===== config.mk =====
export PLATFORM = sky130hd
export DESIGN_NAME = stream_demux
export DESIGN_NICKNAME = d
export VERILOG_FILES = /design/src/rtl/stream_demux.sv
export SDC_FILE = /design/constraint.sdc
export NUM_CORES = 1
export LEC_CHECK = 0
export ABC_AREA = 1
export BUFFER_PORTS_ARGS = -buffer_cell sky130_fd_sc_hd__buf_2
export CORE_UTILIZATION = 35
export DETAILED_ROUTE_END_ITERATION = 6
export PLACE_DENSITY_LB_ADDON = 0.25
export SETUP_SLACK_MARGIN = 0.15
export SLEW_MARGIN = 10
export SYNTH_ARGS = -nofsm -noshare
export SYNTH_HDL_FRONTEND = slang
export SYNTH_SLANG_ARGS = --single-unit
export TNS_END_PERCENT = 10

===== constraint.sdc =====
create_clock -name clk -period 4.9 [get_ports clk]
set_clock_uncertainty 0.1 [all_clocks]
set_input_delay 1.47 -clock clk [delete_from_list [all_inputs] [get_ports clk]]
set_output_delay 1.47 -clock clk [all_outputs]
set_load 0.03 [all_outputs]

===== src/rtl/stream_demux.sv =====
// -----------------------------------------------------------------------------
// stream_demux
//   Single-input, multi-output stream router. Whole packets (first beat through
//   the beat flagged last) are steered to the output named by the dest field of
//   the first beat. Packets addressed to a non-existent output are consumed
//   and discarded. Each output owns a 2-entry {data, last} FIFO, so the
//   m_data_o / m_last_o / m_valid_o outputs come straight from registers.
//
// Optional feature (macro STREAM_DEMUX_DROP_CNT_EN):
//   Adds drop_cnt_o, a saturating 16-bit count of discarded packets.
//
// Ports
//   clk         clock, all logic on posedge
//   rst         synchronous, active-high reset
//   s_data_i    input beat payload
//   s_dest_i    target output, sampled on the first beat of a packet only
//   s_last_i    final beat of packet
//   s_valid_i   input beat valid
//   s_ready_o   input beat accepted when s_valid_i & s_ready_o
//   m_data_o    per-output payload (FIFO head)
//   m_last_o    per-output last flag (FIFO head)
//   m_valid_o   per-output valid (FIFO not empty)
//   m_ready_i   per-output ready (pops the FIFO head)
//   drop_cnt_o  discarded-packet count (only with STREAM_DEMUX_DROP_CNT_EN)
// -----------------------------------------------------------------------------
module stream_demux #(
    parameter  int T_DATA_WIDTH = 8,
    parameter  int M_DATA_COUNT = 3,
    localparam int T_DEST_WIDTH = $clog2(M_DATA_COUNT)
) (
    input  logic                    clk,
    input  logic                    rst,
    input  logic [T_DATA_WIDTH-1:0] s_data_i,
    input  logic [T_DEST_WIDTH-1:0] s_dest_i,
    input  logic                    s_last_i,
    input  logic                    s_valid_i,
    output logic                    s_ready_o,
    output logic [T_DATA_WIDTH-1:0] m_data_o [M_DATA_COUNT-1:0],
    output logic [M_DATA_COUNT-1:0] m_last_o,
    output logic [M_DATA_COUNT-1:0] m_valid_o,
    input  logic [M_DATA_COUNT-1:0] m_ready_i
`ifdef STREAM_DEMUX_DROP_CNT_EN
    ,
    output logic [15:0]             drop_cnt_o
`endif
);

    typedef enum logic [1:0] {
        IDLE,   // no packet open, target comes from s_dest_i
        PASS,   // packet open to a valid output, target is the locked dest
        DROP    // packet open to a non-existent output
    } state_t;

    typedef struct packed {
        logic                    last;
        logic [T_DATA_WIDTH-1:0] data;
    } beat_t;

    state_t                  state;
    logic [T_DEST_WIDTH-1:0] lock;

    beat_t                   mem    [M_DATA_COUNT][2];
    logic [M_DATA_COUNT-1:0] rd_ptr;
    logic [1:0]              count  [M_DATA_COUNT];

    logic                    dest_ok;
    logic                    route_ok;
    logic [T_DEST_WIDTH-1:0] route_idx;
    logic                    sel_full;
    logic                    accept;
    logic [M_DATA_COUNT-1:0] push;
    logic [M_DATA_COUNT-1:0] pop;

    assign dest_ok = 32'(s_dest_i) < M_DATA_COUNT;

    // Where the current beat goes. Only registered state and s_dest_i feed
    // s_ready_o; m_ready_i is deliberately kept out of this path, so a full
    // buffer being popped this cycle still refuses the push.
    always_comb begin
        // NOTE: every signal gets a default first so no path leaves it unassigned (no latch).
        route_ok  = 1'b0;
        route_idx = s_dest_i;
        sel_full  = 1'b0;
        unique case (state)
            IDLE: begin
                route_ok  = dest_ok;
                route_idx = s_dest_i;
            end
            PASS: begin
                route_ok  = 1'b1;
                route_idx = lock;
            end
            default: ;  // DROP: beat is swallowed
        endcase
        // Loop-select avoids indexing count[] with an out-of-range dest.
        for (int i = 0; i < M_DATA_COUNT; i++) begin
            if (route_idx == T_DEST_WIDTH'(i) && count[i] == 2'd2) sel_full = 1'b1;
        end
    end

    assign s_ready_o = !rst && !(route_ok && sel_full);
    assign accept    = s_valid_i && s_ready_o;

    always_comb begin
        push = '0;
        pop  = '0;
        for (int i = 0; i < M_DATA_COUNT; i++) begin
            push[i] = accept && route_ok && (route_idx == T_DEST_WIDTH'(i));
            // A ready with nothing buffered is ignored.
            pop[i]  = m_ready_i[i] && (count[i] != 2'd0);
        end
    end

    always_comb begin
        for (int i = 0; i < M_DATA_COUNT; i++) begin
            m_data_o[i]  = mem[i][rd_ptr[i]].data;
            m_last_o[i]  = mem[i][rd_ptr[i]].last;
            m_valid_o[i] = count[i] != 2'd0;
        end
    end

    // Per-output 2-entry FIFOs. The write slot is the one after the head when
    // one entry is held, else the head slot itself.
    always_ff @(posedge clk) begin
        if (rst) begin
            for (int i = 0; i < M_DATA_COUNT; i++) begin
                count[i]  <= 2'd0;
                rd_ptr[i] <= 1'b0;
                // NOTE: storage is reset too because its head drives m_data_o/m_last_o, which must read 0 out of reset.
                mem[i][0] <= '0;
                mem[i][1] <= '0;
            end
        end else begin
            for (int i = 0; i < M_DATA_COUNT; i++) begin
                if (push[i]) begin
                    // NOTE: non-blocking assignments keep all state updates relative to the pre-edge values.
                    mem[i][rd_ptr[i] ^ count[i][0]] <= '{last: s_last_i, data: s_data_i};
                end
                if (pop[i]) rd_ptr[i] <= ~rd_ptr[i];
                if (push[i] && !pop[i])      count[i] <= count[i] + 2'd1;
                else if (pop[i] && !push[i]) count[i] <= count[i] - 2'd1;
            end
        end
    end

    // Packet tracking: advances only on accepted beats.
    always_ff @(posedge clk) begin
        if (rst) begin
            state <= IDLE;
            lock  <= '0;
        end else if (accept) begin
            unique case (state)
                IDLE: begin
                    if (!s_last_i) begin
                        if (dest_ok) begin
                            state <= PASS;
                            lock  <= s_dest_i;
                        end else begin
                            state <= DROP;
                        end
                    end
                end
                default: begin
                    if (s_last_i) state <= IDLE;
                end
            endcase
        end
    end

`ifdef STREAM_DEMUX_DROP_CNT_EN
    logic dropped;

    // Counted once per packet, on its accepted last beat.
    assign dropped = accept && s_last_i &&
                     ((state == IDLE && !dest_ok) || state == DROP);

    always_ff @(posedge clk) begin
        if (rst) begin
            drop_cnt_o <= 16'd0;
        end else if (dropped && drop_cnt_o != 16'hFFFF) begin
            drop_cnt_o <= drop_cnt_o + 16'd1;
        end
    end
`endif

endmodule


==> results_dict.tcl <==
set metrics [dict create \
    worst_slew_pin_slew_ns 0.422 \
    p_per_area_nw_per_um2 398 \
    vias_per_cell 4.56 \
    netlist.area_leader.share_pct 56.4 \
    fin_cells 531 \
    cts_resized 0 \
    clock.fmax_mhz 246 \
    yosysMostFrequentCell "nand2_1" \
    yosysTopAreaCell "edfxtp_1" \
    yosysWarnings 0 \
    place_inst 515 \
    synth_top_family_by_area "simple AND/OR/NAND/NOR gates" \
    ctsHoldBuffers 0 \
    relSlewSlack_pct 71.8 \
    port_buffers 47 \
    row_count 34 \
    grt_pass1_wl_um 10800 \
    synth_top_cells_by_area "edfxtp_1 56%, nand2_1 16%, nor2_1 8.9%" \
    grt.total_usage_pct 14.5 \
    rsz0062_at_grt "no" \
    cap_violations 0 \
    status "completed" \
    synth_top_cells_by_count "132 x nand2_1, 76 x nor2_1, 60 x edfxtp_1" \
    grt_max_degree 17 \
    synth_edf_count 60 \
    dr.pass1.iters 4 \
    synth_area_um2 3200 \
    die-area_um2 9520 \
    gp_congestion 0.835 \
    path_class "in -> out" \
    synthMuxAreaShare_pct 0 \
    synth_fa_ha_area_share_pct 0.783 \
    place_hpwl_um 5010 \
    rrSetupSlack_ns 2.38 \
    hp-class "reg -> reg" \
    cp.arrival_ns 2.49 \
    core_area_um2 8760 \
    synth-main-ff-cell "edfxtp_1" \
    die_h_um 97.6 \
    synth_compound_area_share_pct 3.13 \
    htreeDepth 3 \
    vias 2424 \
    drive_gt1_share_pct 16.8 \
    async_flop_share_pct 0 \
    clockBufferDepth 2 \
    area_growth_pct 17.7 \
    cts_tree "done" \
    fin_crit_sh_pct 82.8 \
    nets 437 \
    start_util_pct 36.5 \
    min_period_ns 4.06 \
    ys_seq_area_share_pct 60.8 \
    finalSetupViolCount 0 \
    clkSinkCount 67 \
    drv_slew 0 \
    synth_cell_types 21 \
    worstPathMaxFanout 4 \
    clkTransAtPathRegs_ns 0.08 \
    cts-root-buf "clkbuf_8" \
    synth_fp_nets 387 \
    insertedDiodeCount 0 \
    ys_ff_latch 67 \
    drt_first_iter_violations 147 \
    synth_xor_area_share_pct 0.822 \
    critPathRequiredTime_ns 3.33 \
    antenna_found_initial 0 \
    power.leakage_nw 1.80 \
    end_kind "output pin" \
    fin_setup_tns_ns 0 \
    hold_violations 0 \
    routed_wl_um 6700 \
    numCtsBuffers 9 \
    cp-start-kind "input pin" \
    ir_worst_vdd_v 0.000218 \
    synthSimpleGateAreaFrac_pct 28.7 \
    synth_area_per_cell_um2 8.68 \
    die_w_um 97.6 \
    syn_inst 368 \
    grt_overflow_total 0 \
    nFillCells 885 \
    drc 0 \
    wire_per_inst_um 12.6 \
    cts_setup_buffers 0 \
    ant_nets 0 \
    num_io_pins 48 \
    first_global_vias 2218 \
    clock_latency_ns 0.34 \
]
-- cell families after synthesis --
family | count (synthesis)
XOR/XNOR | 3
adder cells (fa/ha/maj) | 2
buffers and inverters | 49
AND/OR/NAND/NOR | 228
AO/OA/AOI/OAI | 19
flip-flops | 67
-- worst max-delay path, stage by stage --
cell and delay (ns):
buf_2 0.12, inv_1 0.05, nand2_1 0.06, nand2_1 0.10
nand2_2 0.10, nor2_1 0.07, nor2_4 0.13, inv_1 0.06
a21oi_1 0.11, buf_2 0.21
-- area by class of cell --
cell class                 count  area [µm²]  area share [%]
clock buffer                   9         124            3.29
clock inverter                 7         101            2.69
inverter                      40         150            3.99
multi-input combinational    252        1070            28.4
sequential                    67        1940            51.6
tap                          108         135            3.59
timing repair buffer          48         243            6.45
-- routing by layer --
| layer | track usage, % | wire (µm) |
|---|---|---|
| met5 | 0 | 0 |
| met4 | 4.07 | 75 |
| met3 | 4.39 | 370 |
| met2 | 23.2 | 3050 |
| met1 | 19.2 | 3200 |
-- cells in the final DEF, fill, tap and decap left out --
cell and n:
a21oi_1 12, buf_2 47, buf_4 1, bufinv_16 2
clkbuf_8 9, clkinv_1 2, clkinv_4 3, dfxtp_1 7
edfxtp_1 60, ha_1 2, inv_1 37, inv_2 2
inv_8 1, nand2_1 132, nand2_2 2, nand3_1 12
nand4_4 1, nor2_1 76, nor2_2 1, nor2_4 2
o21ai_0 4, o21ai_1 1, o21bai_1 2, or2_1 2
xnor2_1 3
-- state kept, by name, summed over array words and instances (netlist names) --
name and count:
mem 54, rd_ptr 3, count 6, lock 2
state 2
-- path summary, 6_finish.rpt --
| kind | from | to | cells past startpoint |
|---|---|---|---|
| max | s_dest_i[1] | s_ready_o | 10 |
| max reg2reg | state[0] | mem[0][38] | 10 |
| min | state[1] | state[1] | 2 |
| min reg2reg | state[1] | state[1] | 2 |
-- stage by stage --
stage	setup WS (ns)	utilization, %	hold WS [ns]	area (µm²)	total power [mW]
after floorplan	0.894	-	0.389	3200	0.914
after global placement	0.901	40.4	0.426	3540	0.992
after detailed placement	0.844	40.4	0.437	3540	0.998
after CTS	0.841	42.9	0.448	3760	1.51
after global routing	0.749	42.9	0.478	3760	1.57
final	0.843	42.9	0.448	3760	1.50
-- power by group --
part           internal (mW)  total (mW)  switching, mW
sequential             0.666       0.693         0.0274
clock                  0.291       0.517          0.226
combinational         0.0812       0.289          0.208
Note: power is estimated with default switching activity, not from simulation.
